**src/rtl/uart_pkg.sv**
```systemverilog
// Shared types and line-level constants for the UART transmit path.
// The frame is fixed 8N1, LSB first.
package uart_pkg;

    localparam int   DATA_BITS_DEF = 8;
    localparam logic STOP_LEVEL    = 1'b1;
    localparam logic IDLE_LEVEL    = 1'b1;
    localparam logic START_LEVEL   = 1'b0;

    typedef enum logic [1:0] {
        IDLE  = 2'd0,
        START = 2'd1,
        DATA  = 2'd2,
        STOP  = 2'd3
    } tx_state_t;

endpackage

```
**src/rtl/uart_baud_counter.sv**
```systemverilog
// Bit-period down-counter: loads DIVISOR at each bit start and flags the last cycle of the bit.
// Holding EN low freezes the count, so a paused bit resumes with its remaining cycles.
module uart_baud_counter #(
    parameter int DIV_W = 8
) (
    input  logic             CLK,
    input  logic             NRST,
    input  logic             EN,
    input  logic             reload,
    input  logic [DIV_W-1:0] DIVISOR,
    output logic             bit_end
);

    localparam logic [DIV_W-1:0] ONE = {{(DIV_W-1){1'b0}}, 1'b1};

    logic [DIV_W-1:0] count;

    // DIVISOR is only sampled on reload, so a change mid-bit waits for the boundary.
    always_ff @(posedge CLK or negedge NRST) begin
        if (!NRST) begin
            count <= '0;
        end else if (reload) begin
            count <= DIVISOR;
        end else if (EN && (count != '0)) begin
            count <= count - ONE;
        end
    end

    assign bit_end = EN && (count == '0);

endmodule

```
**src/rtl/uart_tx_engine.sv**
```systemverilog
// 8N1 serial transmitter: one-byte holding buffer, shift register and framing FSM.
// Produces the TX line plus TXE / TXIDLE / OVR status and a DONE pulse per frame.
module uart_tx_engine
    import uart_pkg::*;
#(
    parameter int DATA_BITS = DATA_BITS_DEF,
    parameter int DIV_W     = 8
) (
    input  logic                 CLK,
    input  logic                 NRST,
    input  logic                 EN,
    input  logic [DIV_W-1:0]     DIVISOR,
    input  logic                 LOAD,
    input  logic [DATA_BITS-1:0] DIN,
    input  logic                 CLR_OVR,
    output logic                 TX,
    output logic                 TXE,
    output logic                 TXIDLE,
    output logic                 OVR,
    output logic                 DONE,
    output tx_state_t            state_dbg
);

    localparam int                BIDX_W   = (DATA_BITS > 1) ? $clog2(DATA_BITS) : 1;
    localparam logic [BIDX_W-1:0] LAST_BIT = BIDX_W'(DATA_BITS - 1);
    localparam logic [BIDX_W-1:0] BIDX_ONE = {{(BIDX_W-1){1'b0}}, 1'b1};

    tx_state_t              state, state_nxt;
    logic [DATA_BITS-1:0]   shifter, shifter_nxt;
    logic [BIDX_W-1:0]      bit_idx, bit_idx_nxt;
    logic [DATA_BITS-1:0]   hold_data;
    logic                   hold_full;
    logic                   ovr;
    logic                   take;
    logic                   reload;
    logic                   bit_end;

    uart_baud_counter #(
        .DIV_W (DIV_W)
    ) u_baud (
        .CLK     (CLK),
        .NRST    (NRST),
        .EN      (EN),
        .reload  (reload),
        .DIVISOR (DIVISOR),
        .bit_end (bit_end)
    );

    // Write handshake: LOAD is a single-cycle strobe with no back-pressure. It is
    // accepted only while TXE=1; a LOAD seen with TXE=0 is discarded and sets OVR.
    always_ff @(posedge CLK or negedge NRST) begin
        if (!NRST) begin
            hold_data <= '0;
            hold_full <= 1'b0;
        end else if (LOAD && !hold_full) begin
            hold_data <= DIN;
            hold_full <= 1'b1;
        end else if (take) begin
            hold_full <= 1'b0;
        end
    end

    // A dropped write in the same cycle as CLR_OVR keeps the flag set.
    always_ff @(posedge CLK or negedge NRST) begin
        if (!NRST) begin
            ovr <= 1'b0;
        end else if (LOAD && hold_full) begin
            ovr <= 1'b1;
        end else if (CLR_OVR) begin
            ovr <= 1'b0;
        end
    end

    always_ff @(posedge CLK or negedge NRST) begin
        if (!NRST) begin
            state   <= IDLE;
            shifter <= '0;
            bit_idx <= '0;
        end else begin
            state   <= state_nxt;
            shifter <= shifter_nxt;
            bit_idx <= bit_idx_nxt;
        end
    end

    always_comb begin
        state_nxt   = state;
        shifter_nxt = shifter;
        bit_idx_nxt = bit_idx;
        take        = 1'b0;
        reload      = 1'b0;
        case (state)
            IDLE: begin
                if (hold_full && EN) begin
                    take      = 1'b1;
                    reload    = 1'b1;
                    state_nxt = START;
                end
            end
            START: begin
                if (bit_end) begin
                    reload      = 1'b1;
                    bit_idx_nxt = '0;
                    state_nxt   = DATA;
                end
            end
            DATA: begin
                if (bit_end) begin
                    reload = 1'b1;
                    if (bit_idx == LAST_BIT) begin
                        state_nxt = STOP;
                    end else begin
                        shifter_nxt = shifter >> 1;
                        bit_idx_nxt = bit_idx + BIDX_ONE;
                    end
                end
            end
            STOP: begin
                // bit_end already implies EN, so a waiting byte chains straight into the next frame.
                if (bit_end) begin
                    if (hold_full) begin
                        take      = 1'b1;
                        reload    = 1'b1;
                        state_nxt = START;
                    end else begin
                        state_nxt = IDLE;
                    end
                end
            end
            default: begin
                state_nxt = IDLE;
            end
        endcase
        if (take) begin
            shifter_nxt = hold_data;
        end
    end

    always_comb begin
        TX = IDLE_LEVEL;
        case (state)
            IDLE:    TX = IDLE_LEVEL;
            START:   TX = START_LEVEL;
            DATA:    TX = shifter[0];
            STOP:    TX = STOP_LEVEL;
            default: TX = IDLE_LEVEL;
        endcase
    end

    assign DONE      = (state == STOP) && bit_end;
    assign TXE       = !hold_full;
    assign TXIDLE    = (state == IDLE) && !hold_full;
    assign OVR       = ovr;
    assign state_dbg = state;

endmodule
```
**config.mk**
```make
export PLATFORM = sky130hd
export DESIGN_NAME = uart_tx_engine
export DESIGN_NICKNAME = d
export VERILOG_FILES = /design/src/rtl/uart_pkg.sv /design/src/rtl/uart_baud_counter.sv /design/src/rtl/uart_tx_engine.sv
export SDC_FILE = /design/constraint.sdc
export NUM_CORES = 1
export LEC_CHECK = 0
export CORE_AREA = 2 2 67 69
export CTS_CLUSTER_SIZE = 8
export DETAILED_ROUTE_END_ITERATION = 8
export DIE_AREA = 0 0 69 71
export GPL_TIMING_DRIVEN = 1
export PLACE_DENSITY = 0.69
export SYNTH_ARGS = -nofsm -noshare
export SYNTH_HDL_FRONTEND = slang
export SYNTH_SLANG_ARGS = --single-unit
```
**constraint.sdc**
```tcl
create_clock -name CLK -period 2.2 [get_ports CLK]
set_input_delay 0.55 -clock CLK [delete_from_list [all_inputs] [get_ports CLK]]
set_output_delay 0.55 -clock CLK [all_outputs]
set_load 0.02 [all_outputs]
```
==> results_dict.tcl <==
set metrics [dict create \
    violations "setup timing" \
    worstSkewPairLatency_ps 280 \
    area_growth_pct 34.2 \
    rsz0062_at_grt "yes" \
    critical_path_class "flop to output port" \
    reg2reg_slack_ps 120 \
    dpl_worst_slack_ps -393 \
    fin_util 0.582 \
    worst_pin_slew_ps 400 \
    synthSimpleGateAreaFrac 0.150 \
    nets 244 \
    slew_headroom 0.734 \
    finalMaxSlewViolations 0 \
    power_density_nw_per_um2 1350 \
    drt-initial-drc-count 96 \
    drtAntennaViolNets 0 \
    cts_buffer_depth 2 \
    yosys.area.top_type_share 0.425 \
    start_util 0.434 \
    p_comb_frac 0.557 \
    die_width_um 69 \
    cts_tree "yes" \
    clock_sinks 31 \
    dieArea_um2 4900 \
    fillCellCount 355 \
    syn_area_um2 1820 \
    swShare 0.381 \
    cts_buffers 5 \
    drt_first_pass_iters 4 \
    skew_ps 10.7 \
    netSwitchingPower_w 0.00126 \
    min_path_type "flop to flop" \
    routabilityCongestion 0.776 \
    synth_top_family_by_area "multiplexers" \
    required_ps 1650 \
    synth_ff_type "dfrtp_1" \
    core_area_um2 4200 \
    via_per_inst 5.40 \
    setup_viol 1 \
    maxCapViolations 0 \
    root_buffer "clkbuf_8" \
    startpoint_type "flop" \
    hold_path_depth 1 \
    rows 24 \
    die_h_um 71 \
    hold_buffers 0 \
    async_flop_share 1.00 \
    hold_viol 0 \
    antenna_found_initial 0 \
    drc 0 \
    synth_xor_area_frac 0.00480 \
    seq_area_frac_synth 0.425 \
    finalCritPeriodShare 1.09 \
    ir_worst_vdd_v 0.000622 \
    worstPathCellList "inv_2 > ha_4 > or4b_4 > nor3_4 > and2_4 > buf_6" \
    synth_cell_types 41 \
    synth_edf_count 0 \
    syn_inst 157 \
    total_power_w 0.00329 \
    htreeDepth 2 \
    grt_pass1_vias 1537 \
    yosys-top-cells-area "dfrtp_1 43%, mux2_2 16%, ha_1 6.2%, a22o_1 2.4%, a221o_1 2.2%" \
    muxShareOfSynthArea 0.171 \
    p_clk_frac 0.136 \
    cp_max_fo 2 \
    synth-compound-area-share 0.160 \
    grt_first_pass_wirelength_um 6910 \
    syn-num-nets 187 \
    ys_warn_count 0 \
    sequentialPowerShare 0.307 \
    p_int_w 0.00204 \
    worst_path_max_delay_cell "or4b_4" \
    clkTransAtPathRegs_ps 60 \
    wirelength_um 4040 \
    fmax_mhz 416 \
    synth_fa_ha_area_frac 0.0617 \
    avgSynthCellArea_um2 11.6 \
    hpwl_um 3050 \
    grt_use_total 0.176 \
    status "finished with violations" \
    final_layout_size_suffix_gt1_frac 0.360 \
    setup_ws_ps -205 \
    synth_commonest_cells "31 x dfrtp_1, 26 x mux2_2, 10 x inv_1, 9 x ha_1, 7 x o21ai_0" \
    arrival_ps 1860 \
    r2r_cells 8 \
    synth.most_common_cell "dfrtp_1" \
    p_leak_nw 1.08 \
    n_antenna_cell 0 \
    grt-ovfl-total 0 \
    grt_max_degree 32 \
    yosysTopAreaCell "dfrtp_1" \
    via_count 1436 \
    critPathCaptureType "output port" \
    post_drt_wl_per_cell_um 15.2 \
    ys_ff_latch 31 \
    fin_crit_ps 2410 \
    num_io_pins 28 \
    max_stage_delay_ps 480 \
    portBuffers 27 \
]
-- worst max-delay path, delay by kind of cell, from the launching register on --
family                     cells  cell delay, ps
and+or+nand+nor                3             860
adders and majority gates      1             120
DFF                            1             400
buffers and inverters          2             190
-- worst paths after layout --
kind	from	to
max in group asynchronous	NRST	shifter[6]
worst min register to register	hold_data[1]	hold_data[1]
worst max register to register	u_baud.count[0]	shifter[1]
worst max-delay path	u_baud.count[0]	DONE
min in group asynchronous	NRST	bit_idx[1]
worst min-delay path	hold_data[1]	hold_data[1]
-- registers in the layout (all words and copies together), names as in the netlist --
name	flops
OVR	1
state_dbg	2
hold_data	8
bit_idx	3
hold_full	1
u_baud.count	8
shifter	8
-- per-stage QoR --
step	cells	cell area [um2]	hold WS, ps	TNS [ps]
finish	266	2450	503	-205
global route	266	2450	527	-280
CTS	263	2410	510	-178
detailed placement	256	2320	494	-625
global placement	256	2320	494	-361
floorplan	157	1820	254	0
-- cells in the final DEF, fill, tap and decap left out, types with 2 or more instances in the layout --
cell and instances:
dfrtp_1 31, mux2_2 26, buf_4 26, clkdlybuf4s50_1 24
inv_1 8, ha_1 8, nand2_1 6, a21oi_1 6
o21ai_0 6, clkbuf_8 6, nor2_1 5, a22o_1 5
nand3_1 4, o31ai_1 4, a221o_1 4, or3_1 3
inv_2 2, nor2b_1 2, and2_1 2, a41oi_1 2
nor3_1 2, mux2i_1 2
-- metal layers --
metal,global-route usage,vias up,routed length [um]
li1,-,698,-
met1,0.196,692,1650
met2,0.321,38,2160
met3,0.0470,8,172
met4,0.0654,0,53
met5,0,-,0
-- cell families (layout without fill, tap and decap cells) --
family | Yosys count | in the layout
and+or+nand+nor | 38 | 38
AOI/OAI and AO/OA | 37 | 37
DFF | 31 | 31
muxes | 28 | 28
buffers and inverters | 13 | 70
adders and majority gates | 9 | 9
xor gates and xnor gates | 1 | 1
-- power by group through the flow --
stage	Sequential (W)	Combinational, W	Clock, W
after floorplan	0.00103	0.00108	0
after global placement	0.00100	0.00169	0
after CTS	0.00101	0.00177	0.000464
after global routing	0.00105	0.00200	0.000489
after detailed placement	0.00102	0.00177	0
final	0.00101	0.00184	0.000448
-- final cells by class --
class                      count  area (um2)  area share
tap                           52        65.1      0.0266
timing repair buffer          53         460       0.188
clock inverter                 1        5.00     0.00204
sequential                    31         776       0.317
multi-input combinational    113        1020       0.417
clock buffer                   6        82.6      0.0337
inverter                      10        37.5      0.0153
-- repair_timing --
action	4_1_cts	5_1_grt
setup endpoints to repair	3	10
pin swaps	1	2
resized for setup	9	9
buffers inserted	0	3
No activity file was read; power rests on OpenSTA's default activity.
